$ cat src/rtl/msrv32_wb_sequencer_if.sv
// Write-back sequencer bus: pipeline result, long-latency result handshake,
// issue/hazard scoreboard queries and the registered register-file write port.
interface msrv32_wb_sequencer_if #(
  parameter int CNT_W = 3
);
  // lu_* handshake: a transfer happens at a rising edge where lu_valid_in and
  // lu_ready_out are both 1; the source holds data stable while valid && !ready,
  // and ready never depends combinationally on valid.
  logic             pipe_wr_en_in;
  logic [4:0]       pipe_rd_addr_in;
  logic [31:0]      pipe_rd_in;
  logic             lu_valid_in;
  logic             lu_ready_out;
  logic [4:0]       lu_rd_addr_in;
  logic [31:0]      lu_rd_in;
  logic             issue_en_in;
  logic [4:0]       issue_rd_addr_in;
  logic [4:0]       rs_1_addr_in;
  logic [4:0]       rs_2_addr_in;
  logic             rs_1_busy_out;
  logic             rs_2_busy_out;
  logic [4:0]       rd_addr_out;
  logic             wr_en_out;
  logic [31:0]      rd_out;
  logic [CNT_W-1:0] fifo_count_out;

  modport master (
    output pipe_wr_en_in, pipe_rd_addr_in, pipe_rd_in,
    output lu_valid_in, lu_rd_addr_in, lu_rd_in,
    output issue_en_in, issue_rd_addr_in, rs_1_addr_in, rs_2_addr_in,
    input  lu_ready_out, rs_1_busy_out, rs_2_busy_out,
    input  rd_addr_out, wr_en_out, rd_out, fifo_count_out
  );

  modport slave (
    input  pipe_wr_en_in, pipe_rd_addr_in, pipe_rd_in,
    input  lu_valid_in, lu_rd_addr_in, lu_rd_in,
    input  issue_en_in, issue_rd_addr_in, rs_1_addr_in, rs_2_addr_in,
    output lu_ready_out, rs_1_busy_out, rs_2_busy_out,
    output rd_addr_out, wr_en_out, rd_out, fifo_count_out
  );
endinterface

$ cat src/rtl/msrv32_wb_sequencer.sv
// Register-file write-back sequencer: pipeline results win, long-latency results queue in a FIFO.
// Optional MSRV32_WB_BYPASS_EN sends a long-latency result straight to the output when idle.
module msrv32_wb_sequencer #(
  parameter int FIFO_DEPTH = 4,
  parameter int CNT_W      = $clog2(FIFO_DEPTH) + 1
) (
  input logic                 clk_in,
  input logic                 reset_in,
  msrv32_wb_sequencer_if.slave wb
);
  localparam int PTR_W = $clog2(FIFO_DEPTH);
  localparam logic [CNT_W-1:0] FULL_CNT = CNT_W'(FIFO_DEPTH);

  logic [4:0]       addr_mem [FIFO_DEPTH];
  logic [31:0]      data_mem [FIFO_DEPTH];
  logic [PTR_W-1:0] wr_ptr;
  logic [PTR_W-1:0] rd_ptr;
  logic [CNT_W-1:0] count;
  logic [31:0]      busy;
  logic [31:0]      busy_set;
  logic [31:0]      busy_clr;
  logic             lu_xfer;
  logic             lu_keep;
  logic             fifo_empty;
  logic             bypass;
  logic             push;
  logic             pop;

  // Ready comes from the pre-edge count, so a pop never frees a slot in its own cycle.
  assign wb.lu_ready_out = !reset_in && (count != FULL_CNT);
  assign lu_xfer         = wb.lu_valid_in && wb.lu_ready_out;
  assign lu_keep         = lu_xfer && (wb.lu_rd_addr_in != 5'd0);
  assign fifo_empty      = (count == '0);

`ifdef MSRV32_WB_BYPASS_EN
  assign bypass = lu_keep && fifo_empty && !wb.pipe_wr_en_in;
`else
  assign bypass = 1'b0;
`endif

  assign push = lu_keep && !bypass;
  assign pop  = !wb.pipe_wr_en_in && !fifo_empty;

  always_ff @(posedge clk_in) begin
    if (push) begin
      addr_mem[wr_ptr] <= wb.lu_rd_addr_in;
      data_mem[wr_ptr] <= wb.lu_rd_in;
    end
  end

  always_ff @(posedge clk_in or posedge reset_in) begin
    if (reset_in) begin
      wr_ptr <= '0;
      rd_ptr <= '0;
      count  <= '0;
    end else begin
      if (push) wr_ptr <= wr_ptr + PTR_W'(1);
      if (pop)  rd_ptr <= rd_ptr + PTR_W'(1);
      case ({push, pop})
        2'b10:   count <= count + CNT_W'(1);
        2'b01:   count <= count - CNT_W'(1);
        default: count <= count;
      endcase
    end
  end

  // Set is applied after clear so a same-cycle reissue of a retiring rd stays busy.
  always_comb begin
    busy_set = '0;
    busy_clr = '0;
    if (wb.issue_en_in) busy_set[wb.issue_rd_addr_in] = 1'b1;
    if (pop)            busy_clr[addr_mem[rd_ptr]]    = 1'b1;
    if (bypass)         busy_clr[wb.lu_rd_addr_in]    = 1'b1;
  end

  always_ff @(posedge clk_in or posedge reset_in) begin
    if (reset_in) busy <= '0;
    else          busy <= ((busy & ~busy_clr) | busy_set) & 32'hFFFF_FFFE;
  end

  assign wb.rs_1_busy_out = busy[wb.rs_1_addr_in];
  assign wb.rs_2_busy_out = busy[wb.rs_2_addr_in];

  always_ff @(posedge clk_in or posedge reset_in) begin
    if (reset_in) begin
      wb.rd_addr_out <= 5'd0;
      wb.rd_out      <= 32'd0;
      wb.wr_en_out   <= 1'b0;
    end else if (wb.pipe_wr_en_in) begin
      wb.rd_addr_out <= wb.pipe_rd_addr_in;
      wb.rd_out      <= wb.pipe_rd_in;
      wb.wr_en_out   <= (wb.pipe_rd_addr_in != 5'd0);
    end else if (pop) begin
      wb.rd_addr_out <= addr_mem[rd_ptr];
      wb.rd_out      <= data_mem[rd_ptr];
      wb.wr_en_out   <= 1'b1;
    end else if (bypass) begin
      wb.rd_addr_out <= wb.lu_rd_addr_in;
      wb.rd_out      <= wb.lu_rd_in;
      wb.wr_en_out   <= 1'b1;
    end else begin
      wb.wr_en_out   <= 1'b0;
    end
  end

  assign wb.fifo_count_out = count;
endmodule
$ cat src/flat_wrapper.sv
// flat-port wrapper written by rule: the top's interface ports become plain ports
module msrv32_wb_sequencer_flat 
#(
  parameter int FIFO_DEPTH = 4,
  parameter int CNT_W      = $clog2(FIFO_DEPTH) + 1
)
  (clk_in, reset_in, wb_pipe_wr_en_in, wb_pipe_rd_addr_in, wb_pipe_rd_in, wb_lu_valid_in, wb_lu_rd_addr_in, wb_lu_rd_in, wb_issue_en_in, wb_issue_rd_addr_in, wb_rs_1_addr_in, wb_rs_2_addr_in, wb_lu_ready_out, wb_rs_1_busy_out, wb_rs_2_busy_out, wb_rd_addr_out, wb_wr_en_out, wb_rd_out, wb_fifo_count_out);
  msrv32_wb_sequencer_if #(.CNT_W(CNT_W)) wb_i ();
  input logic clk_in;
  input logic reset_in;
  input wire logic [$bits(wb_i.pipe_wr_en_in)-1:0] wb_pipe_wr_en_in;
  input wire logic [$bits(wb_i.pipe_rd_addr_in)-1:0] wb_pipe_rd_addr_in;
  input wire logic [$bits(wb_i.pipe_rd_in)-1:0] wb_pipe_rd_in;
  input wire logic [$bits(wb_i.lu_valid_in)-1:0] wb_lu_valid_in;
  input wire logic [$bits(wb_i.lu_rd_addr_in)-1:0] wb_lu_rd_addr_in;
  input wire logic [$bits(wb_i.lu_rd_in)-1:0] wb_lu_rd_in;
  input wire logic [$bits(wb_i.issue_en_in)-1:0] wb_issue_en_in;
  input wire logic [$bits(wb_i.issue_rd_addr_in)-1:0] wb_issue_rd_addr_in;
  input wire logic [$bits(wb_i.rs_1_addr_in)-1:0] wb_rs_1_addr_in;
  input wire logic [$bits(wb_i.rs_2_addr_in)-1:0] wb_rs_2_addr_in;
  output wire logic [$bits(wb_i.lu_ready_out)-1:0] wb_lu_ready_out;
  output wire logic [$bits(wb_i.rs_1_busy_out)-1:0] wb_rs_1_busy_out;
  output wire logic [$bits(wb_i.rs_2_busy_out)-1:0] wb_rs_2_busy_out;
  output wire logic [$bits(wb_i.rd_addr_out)-1:0] wb_rd_addr_out;
  output wire logic [$bits(wb_i.wr_en_out)-1:0] wb_wr_en_out;
  output wire logic [$bits(wb_i.rd_out)-1:0] wb_rd_out;
  output wire logic [$bits(wb_i.fifo_count_out)-1:0] wb_fifo_count_out;
  assign wb_i.pipe_wr_en_in = wb_pipe_wr_en_in;
  assign wb_i.pipe_rd_addr_in = wb_pipe_rd_addr_in;
  assign wb_i.pipe_rd_in = wb_pipe_rd_in;
  assign wb_i.lu_valid_in = wb_lu_valid_in;
  assign wb_i.lu_rd_addr_in = wb_lu_rd_addr_in;
  assign wb_i.lu_rd_in = wb_lu_rd_in;
  assign wb_i.issue_en_in = wb_issue_en_in;
  assign wb_i.issue_rd_addr_in = wb_issue_rd_addr_in;
  assign wb_i.rs_1_addr_in = wb_rs_1_addr_in;
  assign wb_i.rs_2_addr_in = wb_rs_2_addr_in;
  assign wb_lu_ready_out = wb_i.lu_ready_out;
  assign wb_rs_1_busy_out = wb_i.rs_1_busy_out;
  assign wb_rs_2_busy_out = wb_i.rs_2_busy_out;
  assign wb_rd_addr_out = wb_i.rd_addr_out;
  assign wb_wr_en_out = wb_i.wr_en_out;
  assign wb_rd_out = wb_i.rd_out;
  assign wb_fifo_count_out = wb_i.fifo_count_out;
  msrv32_wb_sequencer #(.FIFO_DEPTH(FIFO_DEPTH), .CNT_W(CNT_W)) u_core (.clk_in(clk_in), .reset_in(reset_in), .wb(wb_i));
endmodule
$ cat config.mk
export PLATFORM = sky130hd
export DESIGN_NAME = msrv32_wb_sequencer_flat
export DESIGN_NICKNAME = d
export VERILOG_FILES = /design/src/rtl/msrv32_wb_sequencer_if.sv /design/src/rtl/msrv32_wb_sequencer.sv /design/src/flat_wrapper.sv
export SDC_FILE = /design/constraint.sdc
export NUM_CORES = 1
export LEC_CHECK = 0
export CAP_MARGIN = 40
export CORE_UTILIZATION = 40
export DETAILED_ROUTE_END_ITERATION = 6
export GPL_TIMING_DRIVEN = 0
export PLACE_DENSITY_LB_ADDON = 0.2
export SYNTH_ARGS = -nofsm -noshare
export SYNTH_HDL_FRONTEND = slang
export SYNTH_SLANG_ARGS = --single-unit
$ cat constraint.sdc
create_clock -name clk_in -period 3.1 [get_ports clk_in]
set_input_delay 0.31 -clock clk_in [delete_from_list [all_inputs] [get_ports clk_in]]
set_output_delay 0.31 -clock clk_in [all_outputs]
set_load 0.005 [all_outputs]
==> metrics.md, run 1 <==
| Metric | Value |
|---|---|
| Syn_nets | `roughly 700` |
| R2R cell count | `8` |
| Met3 usage | `0.0407` |
| Slew @ Worst Pin | `roughly 0.82 ns` |
| First-pass DRT Iterations | `6` |
| Syn Inst Count | `596` |
| Max-slew headroom | `0.454` |
| Vias per inst | `approximately 5.3` |
| Core area | `~23000 um2` |
| Number of global-route vias before repair | `6183` |
| Resized cells post-CTS | `0` |
| Overflow after GRT | `0` |
| Crit path max fanout | `3` |
| Mux contribution to synthesized area | `0.163` |
| Final HPWL from detailed placement | `about 15000 um` |
| CTS tree | `done` |
| IO Port Bufs | `130` |
| Post-synth ARST share | `0.339` |
| RePlAce Congestion | `0.844` |
| Dpl cells | `around 1000` |
| Status | `finished clean` |
| Post-synthesis compound-gate area fraction | `0.0446` |
| Kind of critical path | `reg2out` |
| Total CTS buffers | `24` |
| Post-CTS Hold Buffers | `0` |
| Worst Hold Class | `in2async` |
| Arrival time at the worst endpoint | `roughly 2.6 ns` |
| Layout area overhead | `27.8%` |
| Syn Area/Cell | `around 16 um2` |
| Non-filler instance count after layout | `~1100` |
| Clock Pin Slew Worst Setup and Hold Paths | `roughly 0.060 ns` |
| R2R Setup Slk | `about 0.67 ns` |
| Global Route Usage Sum | `0.188` |
| Finish-stage setup viols | `0` |
| R2r endpoint | `u_core.wb.fifo_count_out[2]$_DFFE_PP0P_` |
| Max H-tree Level | `1` |
| Cell Rows | `between 50 and 60` |
| Slew Viols, Final | `0` |
| GRT Max-Usage Layer | `met2` |
| Final setup margin | `about 0.23 ns` |
| Setup bufs post-CTS | `0` |
| Worst-Skew Late Latency | `0.53 ns` |
| Post-Route WL | `21800 um` |
| Synth warnings | `0` |
| CP Data Required Time | `2.79 ns` |
| Hold_ws | `approximately 0.18 ns` |
| Fmax | `between 300 and 400 MHz` |
| CP Cell Sequence | `mux4_2, and4b_1, or4_1, clkdlybuf4s50_1` |
| Lkg Pwr | `roughly 4.3 nW` |
| Routed vias | `5769` |
| XOR/XNOR Fraction of Synth Area | `0.00561` |
| Post-synth EDFFs | `148` |
| Ys flop type | `edfxtp_1` |
| Clock Skews | `about 0.022 ns` |
| Most common cell in the netlist | `edfxtp_1` |
| Hold violation count in the final report | `0` |
| Initial Utilization | `0.411` |
| Die width | `155 um` |
| Root Buffer | `clkbuf_16` |
| Post-synth top cells | `edfxtp_1 (148), nand2_1 (100), dfrtp_1 (76)` |
| CP max-delay cell | `or4_1` |
| Power Dens Cells | `roughly 840 nW/um2` |
| Largest net degree at the start of global routing | `56` |
| Endpoint class of the critical path | `output port` |
| Max clock buf depth | `3` |
| Post-Synth Simple-Gate Area | `0.0806` |
| Fin crit period | `approximately 2.9 ns` |
| Yosys top cell by area | `edfxtp_1` |
| Max_cap viols | `0` |
| CTS Sinks | `around 220` |
| DRC viols | `0` |
| Max incr delay on CP | `0.51 ns` |
| Top Ports | `between 100 and 150` |
| Post-synthesis adder-cell area fraction | `0.00882` |
| Layout cells sized above 1 | `0.149` |
| Met1 usage | `0.228` |
| Final period util | `0.927` |
| Power consumption | `around 0.010 W` |
| Largest family of logic cells by synthesized area | `multiplexers` |
| Register area share after synthesis | `0.678` |
| Area contributors post-synth | `edfxtp_1 (47%), dfrtp_1 (20%), mux4_2 (12%)` |
| Peak VDD IR | `approximately 0.00044 V` |
| Post-Syn Area | `around 9400 um2` |
| Met2 Use GR | `0.334` |
| N_diodes | `0` |
| Unique cell type count in the Yosys netlist | `42` |
| Unrepaired setup endpoints after global routing | `no` |
| Initial antenna violation count | `1` |
| Setup TNS Final | `0 ns` |
| Synth top area share | `0.475` |
| Post-route ant nets | `0` |
| Seq cells post-synth | `224` |
| Iteration-0 DRC Markers | `roughly 270` |
| Die Area | `about 24000 um2` |
| Global-route wire length before repair | `approximately 34000 um` |
| WL per Instance | `approximately 20 um` |
| Final nets | `859` |
| Dpl ws | `between 0.08 and 0.09 ns` |
| Die extent in y | `around 150 um` |
| Critical R2R Launch | `u_core.wb.fifo_count_out[2]$_DFFE_PP0P_` |
| Crit start category | `flop` |
-- cell usage in the layout, fill, tap and decap left out, drive strengths merged, types with 3 or more instances in the layout --
cell / synthesis / routed
edfxtp: 148 / 148
clkdlybuf4s50: 0 / 130
nand2: 100 / 100
dfrtp: 76 / 76
o21ai: 64 / 64
mux4: 51 / 51
clkbuf: 11 / 43
mux2i: 34 / 34
buf: 18 / 24
inv: 14 / 15
nor2: 6 / 6
clkinv: 0 / 6
nand3b: 5 / 5
ha: 5 / 5
a222oi: 4 / 4
nor3b: 4 / 4
and2: 4 / 4
nor2b: 4 / 4
nand4: 4 / 4
or4: 4 / 4
xnor2: 3 / 3
xor2: 3 / 3
mux2: 3 / 3
nand3: 3 / 3
or3b: 3 / 3
clkinvlp: 0 / 3
-- logic make-up (layout without fill, tap and decap cells) --
| group | after synthesis | in the layout |
|---|---|---|
| flip-flops | 224 | 224 |
| AND/OR/NAND/NOR | 154 | 154 |
| multiplexers | 88 | 88 |
| AO/OA/AOI/OAI | 75 | 75 |
| buffers and inverters | 43 | 224 |
| adder cells (fa/ha/maj) | 6 | 6 |
| XOR/XNOR | 6 | 6 |
-- worst max-delay path, delay by kind of cell (launching register included) --
kind	cells	cell delay (ns)
and+or+nand+nor	2	0.71
muxes	1	0.50
buffers and inverters	1	0.46
DFF	1	0.40
-- routing by layer --
metal,vias to the layer above,part of all wire
met2,179,0.52
met3,35,0.058
met5,-,0.00060
li1,2609,-
met4,2,0.021
met1,2944,0.40
-- registers in the layout, indices dropped and copies added (netlist names) --
name and cells:
u_core.addr_mem 20, u_core.wb.wr_en_out 1, u_core.busy 31, u_core.wb.fifo_count_out 3, u_core.rd_ptr 2, u_core.wr_ptr 2, u_core.wb.rd_out 32, u_core.wb.rd_addr_out 5
u_core.data_mem 128
-- how the worst max path moves through the flow --
| stage | from | end | slack [ns] | depth (start not counted) |
|---|---|---|---|---|
| after detailed placement | wb_lu_rd_addr_in[0] | u_core.wb.fifo_count_out[2]$_DFFE_PP0P_ | 0.09 | 10 |
| after global placement | reset_in | u_core.busy[20]$_DFF_PP0_ | -0.63 | 2 |
| after CTS | u_core.busy[7]$_DFF_PP0_ | wb_rs_1_busy_out | 0.21 | 5 |
| after floorplan | u_core.wb.fifo_count_out[0]$_DFFE_PP0P_ | u_core.addr_mem[0][0]$_DFFE_PP_ | 0.76 | 4 |
| final | u_core.busy[23]$_DFF_PP0_ | wb_rs_1_busy_out | 0.23 | 4 |
| after global routing | u_core.busy[7]$_DFF_PP0_ | wb_rs_1_busy_out | 0.11 | 5 |
-- report_power, final --
group	internal, W	switching (W)	leakage, nW
clock network	0.00162	0.00117	0.370
registers	0.00389	0.000361	2.25
logic	0.00160	0.00142	1.72
total	0.00711	0.00295	4.34
-- final cells by class --
| class | count | area, um2 |
|---|---|---|
| clock buffer | 32 | 631 |
| tap | 313 | 392 |
| multi-input combinational | 329 | 2840 |
| inverter | 14 | 55.1 |
| fill | 1888 | 10800 |
| clock inverter | 12 | 150 |
| timing repair buffer | 137 | 1420 |
| sequential | 224 | 6350 |
| buffer | 29 | 131 |
-- metrics by stage --
stage	utilization	area (um2)
after floorplan	-	9360
after global placement	0.485	11100
after CTS	0.525	12000
final	0.525	12000
after global routing	0.525	12000
after detailed placement	0.491	11200
Power figures use the tool's default switching activity.
==> inputs of run 2 (changes only) <==
Settings changed: CORE_UTILIZATION 40 to 54, HOLD_SLACK_MARGIN from default to 0.1.
==> run 2 against run 1 <==
Against the previous run: critical path depth up 1; wire length down 4.7%; clock skew about the same; combinational power about the same; non-clock buffer count unchanged; power down 0.23%; sequential power about the same; sequential share of layout area up 0.61 points; utilization up 18 points; worst setup slack better by 0.00082 ns; highest routed layer is now met4.
==> metrics.md, run 2 (synthesized netlist as in run 1, its figures left out) <==
| Metric | Value |
|---|---|
| Initial Utilization | `0.558 (+0.148)` |
| Vias per inst | `5.79 (+9.3%)` |
| Worst Hold Class | `in2async` |
| Fill cells | `1140 (-40%)` |
| DRC viols | `0 (unchanged)` |
| Worst-Skew Late Latency | `0.50 ns (-0.03 ns)` |
| Commonest non-fill, non-tap cell in the layout | `edfxtp_1` |
| Power Internal | `0.00717 W (+0.81%)` |
| CP Data Required Time | `2.79 ns (about the same)` |
| Seq pwr share | `0.425 (+0.002)` |
| Largest register FFs | `128 (unchanged)` |
| Post-route ant nets | `0 (unchanged)` |
| Finish-stage setup viols | `0 (unchanged)` |
| Hold violation count in the final report | `0 (unchanged)` |
| Global Route Usage Sum | `0.242 (+0.0546)` |
| Routed vias | `5758 (-0.19%)` |
| Critical Path Source | `u_core.busy[3]$_DFF_PP0_` |
| Global-route wire length before repair | `32700 um (-4.8%)` |
| Final nets | `858 (-0.12%)` |
| Core Util, Final | `0.706 (+0.181)` |
| Unrepaired setup endpoints after global routing | `no` |
| CP Cell Sequence | `mux2_2, a221oi_1, a2111oi_0, or4_1, clkdlybuf4s50_1` |
| Crit start category | `flop` |
| Clock Skews | `0.0220 ns (-0.000326 ns)` |
| Top Ports | `138 (unchanged)` |
| Overflow after GRT | `0 (unchanged)` |
| Initial antenna violation count | `0 (-1)` |
| Power Dens Cells | `848 nW/um2 (+0.91%)` |
| Sw frac | `0.286 (-0.00737)` |
| Final HPWL from detailed placement | `14000 um (-6.5%)` |
| Setup bufs post-CTS | `0 (unchanged)` |
| Layout cells sized above 1 | `0.151 (+0.00168)` |
| Sw power | `0.00287 W (-2.7%)` |
| Slew @ Worst Pin | `0.885 ns (+0.0653 ns)` |
| Critical R2R Launch | `u_core.wb.fifo_count_out[2]$_DFFE_PP0P_` |
| Clock Power Share | `0.277 (about the same)` |
| Arrival time at the worst endpoint | `2.56 ns (about the same)` |
| IO Port Bufs | `130 (unchanged)` |
| Core area | `16800 um2 (-26%)` |
| Fin crit period | `2.87 ns (-0.000820 ns)` |
| Max_cap viols | `0 (unchanged)` |
| R2r endpoint | `u_core.wb.fifo_count_out[2]$_DFFE_PP0P_` |
| Final period util | `0.926 (about the same)` |
| Max incr delay on CP | `0.54 ns (+0.03 ns)` |
| Layout area overhead | `26.4%` |
| Status | `finished clean` |
| Cell Rows | `47 (-15%)` |
| RePlAce Congestion | `0.896 (+6.1%)` |
| Total CTS buffers | `23 (-4.2%)` |
| Max H-tree Level | `1 (unchanged)` |
| Biggest register | `u_core.data_mem` |
| Iteration-0 DRC Markers | `436 (+62%)` |
| Die extent in y | `134 um (-14%)` |
| Lkg Pwr | `4.35 nW (+0.31%)` |
| Peak VDD IR | `0.000582 V (+32%)` |
| Post-Route WL | `20700 um (-4.7%)` |
| Die width | `134 um (-14%)` |
| N_diodes | `0 (unchanged)` |
| Largest net degree at the start of global routing | `42 (-25%)` |
| Commonest non-fill, non-tap cells in the layout | `edfxtp_1 (148), clkdlybuf4s50_1 (130), nand2_1 (100)` |
| Endpoint class of the critical path | `output port` |
| CTS tree | `done` |
| Fin area | `11800 um2 (-1.1%)` |
| Gate power share | `0.298 (-0.002)` |
| Number of global-route vias before repair | `5942 (-3.9%)` |
| First-pass DRT Iterations | `5 (-1)` |
| Kind of critical path | `reg2out` |
| Crit path max fanout | `3 (unchanged)` |
| Biggest regs | `u_core.data_mem x128, u_core.wb.rd_out x32, u_core.busy x31` |
| Max-slew headroom | `0.410 (-0.0435)` |
| R2R cell count | `8 (unchanged)` |
| WL per Instance | `20.9 um (+4.4%)` |
| CP max-delay cell | `or4_1` |
| CTS Sinks | `224 (unchanged)` |
| Clock Pin Slew Worst Setup and Hold Paths | `0.06 ns (about the same)` |
| Post-CTS Hold Buffers | `0 (unchanged)` |
| Dpl cell area | `11100 um2 (-1.1%)` |
| Die Area | `17900 um2 (-26%)` |
| Root Buffer | `clkbuf_16` |
| Max clock buf depth | `3 (unchanged)` |
| Slew Viols, Final | `0 (unchanged)` |
| R2R Setup Slk | `0.75 ns (+0.08 ns)` |
| Fmax | `348 MHz (about the same)` |
| Resized cells post-CTS | `0 (unchanged)` |
==> run 2: critical path: cells and delay by family, from the launching register on <==
family / cells / cell delay [ns]
AO/OA/AOI/OAI: 2 / 0.40
buffers and inverters: 1 / 0.45
flip-flops: 1 / 0.40
multiplexers: 1 / 0.28
AND/OR/NAND/NOR: 1 / 0.54
==> run 2: worst max-delay path by stage <==
stage                                                         end  slack, ns  cells past startpoint
final                                            wb_rs_1_busy_out       0.23                      5
after floorplan                   u_core.addr_mem[0][0]$_DFFE_PP_       0.76                      4
after global placement           u_core.wb.rd_out[20]$_DFFE_PP0P_      -0.57                      2
after detailed placement  u_core.wb.fifo_count_out[2]$_DFFE_PP0P_       0.17                     10
after global routing                             wb_rs_2_busy_out       0.15                      5
after CTS                                        wb_rs_1_busy_out       0.24                      4
==> run 2: through the flow <==
step                power (W)  instances  hold WS (ns)  setup slack, ns  TNS (ns)
floorplan             0.00598        596         0.409            0.760         0
global placement      0.00715        946         0.461           -0.569    -80.13
detailed placement    0.00732        953         0.470            0.174         0
CTS                    0.0101        995         0.277            0.244         0
global route           0.0105        995         0.313            0.154         0
finish                 0.0100        995         0.276            0.228         0
==> run 2: layer usage <==
metal	GRT usage	routed length, um	up-vias
met5	0	0	-
met4	0.0530	238	0
met3	0.0438	1300	26
met2	0.416	10600	206
met1	0.326	8620	2920
li1	-	-	2606
==> run 2: cell type report <==
cell class	instances	area (um2)	area share
Timing Repair Buffer	137	1420	0.120
Sequential cell	224	6350	0.536
Buffer	29	131	0.0111
Clock inverter	14	145	0.0123
Multi-Input combinational cell	329	2840	0.240
Inverter	14	55.1	0.00465
Clock buffer	28	624	0.0528
Tap cell	220	275	0.0233
==> run 2: power by group through the flow <==
stage               Sequential [W]  Clock, W  Combinational [W]
global placement           0.00426         0            0.00288
detailed placement         0.00432         0            0.00301
finish                     0.00426   0.00278            0.00299
global route               0.00433   0.00294            0.00323
floorplan                  0.00424         0            0.00174
CTS                        0.00426   0.00283            0.00303
